--- config.mk ---
export PLATFORM = sky130hd
export DESIGN_NAME = carregador_programa
export DESIGN_NICKNAME = d
export VERILOG_FILES = /design/src/rtl/nrisc_pkg.sv /design/src/rtl/porta_escrita_mem.sv /design/src/rtl/carregador_programa.sv
export SDC_FILE = /design/constraint.sdc
export NUM_CORES = 1
export LEC_CHECK = 0
export ABC_AREA = 1
export CAP_MARGIN = 20
export CELL_PAD_IN_SITES_DETAIL_PLACEMENT = 0
export CELL_PAD_IN_SITES_GLOBAL_PLACEMENT = 1
export CORE_MARGIN = 3
export CORE_UTILIZATION = 34
export CTS_BUF_LIST = sky130_fd_sc_hd__clkbuf_16
export DETAILED_ROUTE_END_ITERATION = 12
export PLACE_DENSITY = 0.76
export SLEW_MARGIN = 0
export SYNTH_ARGS = -nofsm -noshare
export SYNTH_HDL_FRONTEND = slang
export SYNTH_SLANG_ARGS = --single-unit
--- constraint.sdc ---
create_clock -name Clock -period 2 [get_ports Clock]
set_clock_uncertainty 0.2 [all_clocks]
set_input_delay 0.3 -clock Clock [delete_from_list [all_inputs] [get_ports Clock]]
set_output_delay 0.3 -clock Clock [all_outputs]
set_load 0.005 [all_outputs]
--- src/rtl/nrisc_pkg.sv ---
// Shared types and constants for the nRisc boot loader: loader states, default widths and
// frame layout constants.
package nrisc_pkg;

  localparam int unsigned DefDataWidth = 8;
  localparam int unsigned DefAddrWidth = 8;

  // Fixed (non-payload) bytes in a frame: N_I, N_D and CHK.
  localparam int unsigned FrameOverhead = 3;
  localparam int unsigned ChecksumInit  = 0;

  typedef enum logic [2:0] {
    StCabI,
    StCargaI,
    StCabD,
    StCargaD,
    StChk,
    StFim,
    StErro
  } state_e;

endpackage

--- src/rtl/porta_escrita_mem.sv ---
// Registered memory write port: captures address/data on a write request and presents them
// with a one-cycle strobe on the following cycle; address and data hold while idle.
module porta_escrita_mem #(
  parameter int unsigned DATA_WIDTH = 8,
  parameter int unsigned ADDR_WIDTH = 8
) (
  input  logic                  clk_i,
  input  logic                  rst_i,
  input  logic                  we_i,
  input  logic [ADDR_WIDTH-1:0] addr_i,
  input  logic [DATA_WIDTH-1:0] data_i,
  output logic                  we_o,
  output logic [ADDR_WIDTH-1:0] addr_o,
  output logic [DATA_WIDTH-1:0] data_o
);

  logic                  we_q;
  logic [ADDR_WIDTH-1:0] addr_q;
  logic [DATA_WIDTH-1:0] data_q;

  // Reset wins over a request in the same cycle, suppressing the strobe that would follow.
  always_ff @(posedge clk_i) begin
    if (rst_i) begin
      we_q   <= 1'b0;
      addr_q <= '0;
      data_q <= '0;
    end else begin
      we_q <= we_i;
      if (we_i) begin
        addr_q <= addr_i;
        data_q <= data_i;
      end
    end
  end

  assign we_o   = we_q;
  assign addr_o = addr_q;
  assign data_o = data_q;

endmodule

--- src/rtl/carregador_programa.sv ---
// Boot loader: parses a framed byte stream into instruction and data memories, verifies the
// additive checksum and holds the nRisc core in reset until a frame loads cleanly.
module carregador_programa
  import nrisc_pkg::*;
#(
  parameter int unsigned DATA_WIDTH = DefDataWidth,
  parameter int unsigned ADDR_WIDTH = DefAddrWidth
) (
  input  logic                  Clock,
  input  logic                  Reset,
  input  logic [DATA_WIDTH-1:0] InDado,
  input  logic                  InValid,
  output logic                  InReady,
  input  logic                  Start,
  output logic [ADDR_WIDTH-1:0] InstrEndereco,
  output logic [DATA_WIDTH-1:0] InstrDado,
  output logic                  InstrWrite,
  output logic [ADDR_WIDTH-1:0] DadosEndereco,
  output logic [DATA_WIDTH-1:0] DadosDado,
  output logic                  DadosWrite,
  output logic                  CpuReset,
  output logic                  Pronto,
  output logic                  Erro
);

  state_e                state_q, state_d;
  logic [DATA_WIDTH-1:0] sum_q, sum_d;
  logic [ADDR_WIDTH-1:0] cnt_q, cnt_d;
  logic [ADDR_WIDTH-1:0] len_q, len_d;
  logic                  accept;
  logic                  last_byte;
  logic                  instr_we, dados_we;

  always_ff @(posedge Clock) begin
    if (Reset) begin
      state_q <= StCabI;
      sum_q   <= DATA_WIDTH'(ChecksumInit);
      cnt_q   <= '0;
      len_q   <= '0;
    end else begin
      state_q <= state_d;
      sum_q   <= sum_d;
      cnt_q   <= cnt_d;
      len_q   <= len_d;
    end
  end

  assign InReady   = (state_q != StFim) && (state_q != StErro);
  assign accept    = InValid && InReady;
  assign last_byte = (cnt_q + 1'b1) == len_q;

  always_comb begin
    state_d  = state_q;
    sum_d    = sum_q;
    cnt_d    = cnt_q;
    len_d    = len_q;
    instr_we = 1'b0;
    dados_we = 1'b0;
    unique case (state_q)
      StCabI, StCabD: begin
        if (accept) begin
          sum_d = sum_q + InDado;
          len_d = ADDR_WIDTH'(InDado);
          cnt_d = '0;
          if (state_q == StCabI) begin
            state_d = (InDado == '0) ? StCabD : StCargaI;
          end else begin
            state_d = (InDado == '0) ? StChk : StCargaD;
          end
        end
      end
      StCargaI, StCargaD: begin
        if (accept) begin
          sum_d    = sum_q + InDado;
          cnt_d    = cnt_q + 1'b1;
          instr_we = (state_q == StCargaI);
          dados_we = (state_q == StCargaD);
          if (last_byte) begin
            state_d = (state_q == StCargaI) ? StCabD : StChk;
          end
        end
      end
      StChk: begin
        if (accept) begin
          state_d = (InDado == sum_q) ? StFim : StErro;
        end
      end
      StFim, StErro: begin
        if (Start) begin
          state_d = StCabI;
          sum_d   = DATA_WIDTH'(ChecksumInit);
        end
      end
      default: state_d = StCabI;
    endcase
  end

  assign CpuReset = (state_q != StFim);
  assign Pronto   = (state_q == StFim);
  assign Erro     = (state_q == StErro);

  porta_escrita_mem #(
    .DATA_WIDTH(DATA_WIDTH),
    .ADDR_WIDTH(ADDR_WIDTH)
  ) u_porta_instr (
    .clk_i (Clock),
    .rst_i (Reset),
    .we_i  (instr_we),
    .addr_i(cnt_q),
    .data_i(InDado),
    .we_o  (InstrWrite),
    .addr_o(InstrEndereco),
    .data_o(InstrDado)
  );

  porta_escrita_mem #(
    .DATA_WIDTH(DATA_WIDTH),
    .ADDR_WIDTH(ADDR_WIDTH)
  ) u_porta_dados (
    .clk_i (Clock),
    .rst_i (Reset),
    .we_i  (dados_we),
    .addr_i(cnt_q),
    .data_i(InDado),
    .we_o  (DadosWrite),
    .addr_o(DadosEndereco),
    .data_o(DadosDado)
  );

endmodule

# After elaboration in Yosys (flattened, before gate mapping)
# Index checks and enable logic that the tools add are counted.
# word_totals
ff_bits,61
in_bits,12
out_inout_bits,38
word_cells,63
# classes
addsub,2
eq_ne,16
muxes,21
n_reduce_logical,14
# op_table
cell,count
2-to-1 mux 8 bit,4
case mux 8 bit (2 select lines),2
2-to-1 mux 3 bit,8
equality test 8 bit,2
case mux 3 bit (4 select lines),1
inequality test 2 bit (second input constant),5
equality test 3 bit (second input constant),3
adder 8 x 1 -> 8 bit (second input constant),1
adder 8 bit,1
logical NOT 8 bit,1
equality test 3 x 2 -> 1 bit (second input constant),2
inequality test 3 bit (second input constant),2
AND reduction 3 bit,2
OR reduction 2 bit,3
AND reduction 5 bit,1
2-to-1 mux 1 bit,4
2-to-1 mux 2 bit,2
nonzero test 2 bit,2
OR reduction 4 bit,1
equality test 3 x 1 -> 1 bit (second input constant),1
logical NOT 3 bit,1
logical AND 1 bit,2
inequality test 2 x 1 -> 1 bit (second input constant),1
AND reduction 2 bit,1

# Logic depth before layout (Yosys ltp)
# Gate-level depths: netlist of run 1.
# depth
depth_word,5
mapped_depth,14

# By module
# A second synthesis of run 1 with hierarchy kept.
# unflattened
hier_cells,477
hier_area_um2,3303.2
# by_module_without_submodules
module,n_inst,cells_per_inst,area_each_um2,seq_area_each_um2
carregador_programa,1,267,1769.2,540.5
porta_escrita_mem,2,105,767.0,340.3

# Worst setup path before layout of run 1
# Ideal clock, no wire load.
# synth_timing
path_type,reg2reg
startpoint,register state_q[1]
endpoint,register state_q[1]
setup_ns,0.115
t_arrival_ns,1.605
path_slack_ns,0.080
path_stages_with_launch,12
path_buffers,2
period_less_slack_ns,1.920
cell_sequence,dfxtp_1 > clkbuf_1 > clkbuf_1 > inv_1 > nand2_1 > ha_1 > nand2_1 > nand3_1 > nand2_1 > nand3_1 > nand2_1 > nor2_1
# synth_between
elab_chain_cells,5
word_cells_on_any_way,26
classes_between,eq/ne: 13; mux: 6; reduce/logical: 7
# synth_rtl
item,line,rtl
"start, declared",carregador_programa.sv:26,"state_e state_q, state_d;"
"start signal, assigned",carregador_programa.sv:36,state_q <= StCabI;
"start signal, assigned",carregador_programa.sv:41,state_q <= state_d;
equality test 3 x 1 -> 1 bit or inequality test 3 bit (tied branches),"carregador_programa.sv:59, carregador_programa.sv:79, carregador_programa.sv:48",
2-to-1 mux 3 bit or logical AND 1 bit (tied branches),"carregador_programa.sv:79, carregador_programa.sv:48",
2-to-1 mux 3 bit or logical AND 1 bit (tied branches),"carregador_programa.sv:78, carregador_programa.sv:49",
2-to-1 mux 3 bit or inequality test 2 bit (tied branches),--,
case mux 3 bit (4 select lines) or AND reduction 5 bit (tied branches),--,
# Parallel ways exist; a longest one is shown, timed or not. The select of a mux whose other input is x is not followed.
# A chain may end at the register's enable or synchronous reset.

# Worst setup path after layout of run 1
# layout_timing
startpoint,register state_q[2]
endpoint,output port Erro
# layout_between
elab_chain_cells,1
# layout_rtl
item,line,rtl
equality test 3 bit,carregador_programa.sv:100,assign Erro = (state_q == StErro);
"end, declared",carregador_programa.sv:23,output logic Erro
# No other way between the ends.

==> results of run 1 <==
[where the power goes]
part | leakage (nW) | internal (mW) | switching (mW)
combinational | 1.18 | 0.312 | 0.353
sequential | 0.500 | 1.30 | 0.0507
clock | 0.152 | 1.07 | 0.549
[cell type report]
cell class	instances	area [µm²]	area share [%]
multi-input combinational	296	1634	38.11
timing repair buffer	95	863.3	20.13
sequential	61	1230	28.68
tap	105	131.4	3.064
clock buffer	9	225.2	5.252
inverter	33	123.9	2.889
clock inverter	6	80.08	1.868
[timing repair]
action | in CTS | in global routing
setup buffers | 0 | 5
hold buffers | 0 | 0
endpoints found under the setup margin | 5 | 8
endpoints found under the hold margin | 0 | 0
pin swaps | 1 | 4
gates resized for setup | 9 | 24
[stage by stage]
stage | hold slack, ns | setup WS (ns) | util, %
floorplan | 0.2349 | 0.08016 | -
global route | 0.2652 | -0.04067 | 51.41
global placement | 0.2501 | -0.4211 | 45.99
detailed placement | 0.2512 | -0.4352 | 45.99
finish | 0.2367 | 0.02894 | 51.41
CTS | 0.2597 | -0.02033 | 49.90
[critical path: stages, from the launching register on]
cell	delay, ns
dfxtp_1	0.37
nand2_2	0.10
nor2_2	0.14
clkdlybuf4s50_1	0.53
[how the worst max path moves through the flow]
stage,to,slack [ns],cells after the start
6_report,Erro,0.03,3
5_1_grt,state_q[1],-0.04,10
4_1_cts,Erro,-0.02,3
3_5_place_dp,sum_q[6],-0.44,11
3_3_place_gp,sum_q[6],-0.42,11
2_1_floorplan,state_q[1],0.08,11
[cell usage in the layout (no fill, tap or decap), drive strengths merged]
master          n
nor2           50
bufinv          2
nand4           3
dlygate4sd2     2
clkbuf          9
o22ai           1
ha              9
a21o            1
o311a           1
nand2          87
xor2            3
nand3          46
xnor2           3
buf            46
fa              1
dlymetal6s2s    7
and2            1
or2             2
nor4            2
o21ai          31
inv            34
clkinv          3
nor3            1
clkdlybuf4s50  40
dfxtp          61
a21oi          54
[registers in the layout, indices dropped and copies added (netlist names), 3 cells and up]
register              flops
len_q                     8
u_porta_dados.data_o      8
u_porta_instr.addr_o      8
sum_q                     8
u_porta_dados.addr_o      8
state_q                   3
cnt_q                     8
u_porta_instr.data_o      8
[metal layers]
metal / global-route usage, % / part of all wire, %
met2: 30.27 / 49
met5: 0 / 0
met4: 9.034 / 2.5
met1: 22.13 / 44
met3: 3.787 / 4.4
[cells in the mapped netlist (9+ instances only)]
cell | instances | area share, %
inv_1 | 24 | 3.0
nor2_1 | 39 | 4.9
dfxtp_1 | 61 | 41
a21oi_1 | 53 | 8.9
ha_1 | 9 | 3.8
inv_2 | 9 | 1.1
o21ai_0 | 25 | 4.2
nand3_1 | 42 | 7.1
nand2_1 | 79 | 10
clkbuf_1 | 9 | 1.1
[logic make-up (layout without fill, tap and decap cells)]
kind of cell	after synthesis	count (layout)	share of synthesized area [%]
buf+inv	50	143	6.740
compound gates	88	88	15.25
fa+ha+maj	10	10	4.465
flops	61	61	41.11
xor+xnor	6	6	1.769
simple gates	192	192	30.67
==> metrics.yaml, run 1 <==
syn_area_per_cell_um2: 7.298
path_class: "reg2out"
synthCells: 407
slew_violations: 0
ys_seq_elements: 61
powerDensity_nw_per_um2: 847.5
design_power_total_mw: 3.634
worstHoldStart: "InDado[0]"
grt_pass1_wl_mm: 14.19
grt_overflow: 0
start_util_pct: 35.61
die_y_um: 99.47
status: "finished, final reports clean"
worstPathArrival_ns: 1.47
nNetsFinal: 518
timing.rr.start: "sum_q[0]"
dr.pass1.iters: 4
drtIter0Drc: 169
critPathMaxFanout: 3
regToRegSetupSlack_ns: 0.13
wl_per_cell_um: 14.14
ios: 50
ys_warn_count: 0
holdCritPathClass: "in2reg"
cts_tree: "done"
clk_pin_slew_ns: 0.05
ys_types: 33
p_leak_nw: 1.835
seq_area_frac_synth_pct: 41.11
via_per_inst: 4.893
drv_cap: 0
fp.coreArea_um2: 8341
antenna_cells: 0
nFillCells: 800
ir_drop_v: 0.0004363
rsz0062_at_grt: "true"
synthFlopType: "dfxtp_1"
place_inst: 585
start_kind: "register"
drive_gt1_share_pct: 22.00
crit_start: "state_q[2]"
clkSinkCount: 61
relSlewSlack_pct: 71.89
antenna_found_initial: 0
worstMarginPinSlew_ns: 0.4206
final_cell_area_um2: 4288
r2r_cells: 10
syn2layout_area_growth_pct: 44.36
drc: 0
die_w_um: 99.47
async_reset_ff_share_pct: 0
htreeDepth: 3
io_buffers: 49
antenna_left: 0
clock_path_buffers: 2
row_count: 33
track_usage_pct: 18.15
finalNonFillerCells: 605
gp_congestion: 0.8568
fin_crit_sh_pct: 98.55
hold_violations: 0
setup_viol: 0
critPathRequiredTime_ns: 1.50
hold-path-cell-count: 4
die_area_um2: 9894
placed_area_um2: 3836
min_period_ns: 1.971
netlist_area_um2: 2970
fin_tns_setup_ns: 0
synthesis.nets: 429
routed_wl_mm: 8.553
max_freq_mhz: 507.3
post-dp-hpwl_mm: 6.246
cp-end-kind: "primary output"
grt_max_degree: 21
insertion_delay_ns: 0.33
timing.rr.end: "sum_q[6]"
cts_inserted_buffers: 9
synth-edff-count: 0
vias: 2960
holdPathEnd: "len_q[0]"
grt_pass1_vias: 3008
cts-root-buf: "clkbuf_16"
Power figures use the tool's default switching activity.
==> run 2: changes to the inputs <==
==> constraint.sdc (replaced) <==
create_clock -name Clock -period 1.7 [get_ports Clock]
set_clock_uncertainty 0.2 [all_clocks]
set_input_delay 0.255 -clock Clock [delete_from_list [all_inputs] [get_ports Clock]]
set_output_delay 0.255 -clock Clock [all_outputs]
set_load 0.005 [all_outputs]
==> metrics.yaml, run 2 (same netlist as run 1, synthesis figures left out) <==
fin_crit_sh_pct: 109.3
drive_gt1_share_pct: 33.02  # was 22.00%
fp.coreArea_um2: 8341  # unchanged
syn2layout_area_growth_pct: 59.06  # was 44.36%
die_w_um: 99.47  # unchanged
gr-max-usage-layer: "met2"  # unchanged
nFillCells: 786  # was 800
routed_wl_mm: 8.786  # was 8.553 mm
ir_drop_v: 0.0004574  # was 0.0004363 V
drv_cap: 0  # unchanged
worstPathArrival_ns: 1.88  # was 1.47 ns
grt_util_met1_pct: 23.15  # was 22.13%
max_freq_mhz: 538.1
final_common_cell: "nand2_1"  # unchanged
dr.pass1.iters: 4  # unchanged
io_buffers: 49  # unchanged
nNetsFinal: 547  # was 518
vias: 3130  # was 2960
insertion_delay_ns: 0.33  # about the same
worstMarginPinSlew_ns: 0.3722  # was 0.4206 ns
hold_violations: 0  # unchanged
rsz0062_at_grt: "true"  # unchanged
drc: 0  # unchanged
status: "complete, but fails checks"  # was finished, final reports clean
antenna_left: 0  # unchanged
path_class: "reg2reg"  # was reg2out
clock_path_buffers: 2  # unchanged
worstHoldStart: "InValid"  # was InDado[0]
start_util_pct: 35.61  # unchanged
cts_tree: "done"  # unchanged
critPathMaxFanout: 3  # unchanged
cts_hold_buf: 0  # unchanged
relSlewSlack_pct: 75.19  # was 71.89%
clk_pin_slew_ns: 0.05  # about the same
grt_overflow: 0  # unchanged
place_inst: 608  # was 585
antenna_found_initial: 0  # unchanged
powerDensity_nw_per_um2: 945.9  # was 847.5 nW/µm²
grt_pass1_vias: 3057  # was 3008
start_kind: "register"  # unchanged
fin_tns_setup_ns: -0.6839  # was 0 ns
grt_pass1_wl_mm: 14.30  # was 14.19 mm
antenna_cells: 0  # unchanged
min_period_ns: 1.858
critPathRequiredTime_ns: 1.72  # was 1.50 ns
whs_ns: 0.2241  # was 0.2367 ns
die_y_um: 99.47  # unchanged
slew_violations: 0  # unchanged
post-dp-hpwl_mm: 6.234  # was 6.246 mm
row_count: 33  # unchanged
drtIter0Drc: 135  # was 169
via_per_inst: 4.929  # was 4.893
die_area_um2: 9894  # unchanged
most-common-layout-cells: "nand2_1, buf_4, dfxtp_1"  # was nand2_1, dfxtp_1, a21oi_1
holdCritPathClass: "in2reg"  # unchanged
grt_max_degree: 31  # was 21
grtUsageMet2_pct: 30.11  # was 30.27%
timing.rr.start: "state_q[0]"  # was sum_q[0]
post-route-util_pct: 56.65  # was 51.41%
htreeDepth: 3  # unchanged
p_leak_nw: 2.000  # was 1.835 nW
finalNonFillerCells: 635  # was 605
gp_congestion: 0.9047  # was 0.8568
ios: 50  # unchanged
clkSinkCount: 61  # unchanged
setup_viol: 6  # was 0
crit_start: "state_q[0]"  # was state_q[2]
grt_util_met3_pct: 3.226  # was 3.787%
cts-root-buf: "clkbuf_16"  # unchanged
cp-end-kind: "register"  # was primary output
cts_inserted_buffers: 9  # unchanged
wl_per_cell_um: 13.84  # was 14.14 µm
violations: "setup timing"
worst_slack_ns: -0.1582  # was 0.02894 ns
track_usage_pct: 18.01  # was 18.15%
==> run 2: changes by cell type in the layout (fill, tap and decap cells not counted), sizes merged <==
cell / previous run / this run
dlygate4sd2: 2 / 8
clkdlybuf4s50: 40 / 37
dlymetal6s2s: 7 / 1
inv: 34 / 35
clkinvlp: 0 / 1
clkinv: 3 / 2
buf: 46 / 76
clkbuf: 9 / 11
==> run 2: worst paths after layout <==
check / end / cells after the start / slack, ns
worst min register to register: u_porta_dados.addr_o[6] / 2 / 0.26
worst max-delay path: state_q[1] / 11 / -0.16
worst min-delay path: len_q[4] / 4 / 0.22
worst max register to register: state_q[1] / 11 / -0.16
==> run 2: critical path, cell delays in order (launching register included) <==
cell     delay, ns
dfxtp_2       0.32
buf_4         0.14
buf_4         0.13
nor2_1        0.21
nand2_1       0.09
ha_1          0.28
nand2_1       0.07
nand3_1       0.08
nand2_1       0.08
nand3_2       0.07
nand2_1       0.05
nor2_1        0.03
==> run 2: stage by stage <==
step	setup WS, ns	cell area [µm²]	total power [mW]
2_1_floorplan	-0.03399	3027	2.041
6_report	-0.1582	4725	4.469
5_1_grt	-0.2968	4725	4.659
3_5_place_dp	-0.6627	4075	2.413
3_3_place_gp	-0.6270	4075	2.405
4_1_cts	-0.1735	4548	4.410
==> run 2: timing repair <==
item / 4_1_cts / 5_1_grt
pin swaps: 18 / 20
setup endpoints to repair: 22 / 57
resized for setup: 44 / 50
buffers inserted: 8 / 5
==> run 2: final cells by class <==
| type | count | area (µm²) | share of cell area (%) |
|---|---|---|---|
| multi-input combinational | 296 | 1793 | 37.95 |
| clock inverter | 7 | 92.59 | 1.960 |
| sequential | 61 | 1239 | 26.22 |
| tap | 105 | 131.4 | 2.781 |
| clock buffer | 9 | 225.2 | 4.767 |
| inverter | 33 | 128.9 | 2.728 |
| timing repair buffer | 124 | 1115 | 23.60 |
==> run 2: report_power, final <==
part           total, mW  switching, mW  leakage [nW]  internal [mW]
logic              0.936          0.473          1.34          0.463
clock network       1.94          0.666         0.158           1.28
registers           1.59         0.0644         0.502           1.53
==> run 2: routing by layer <==
layer | part of all wire, % | wire length, µm | up-vias
li1 | - | - | 1587
met1 | 46 | 4000 | 1468
met2 | 49 | 4322 | 64
met3 | 3.7 | 326 | 11
met4 | 1.6 | 137 | 0
met5 | 0 | 0 | -
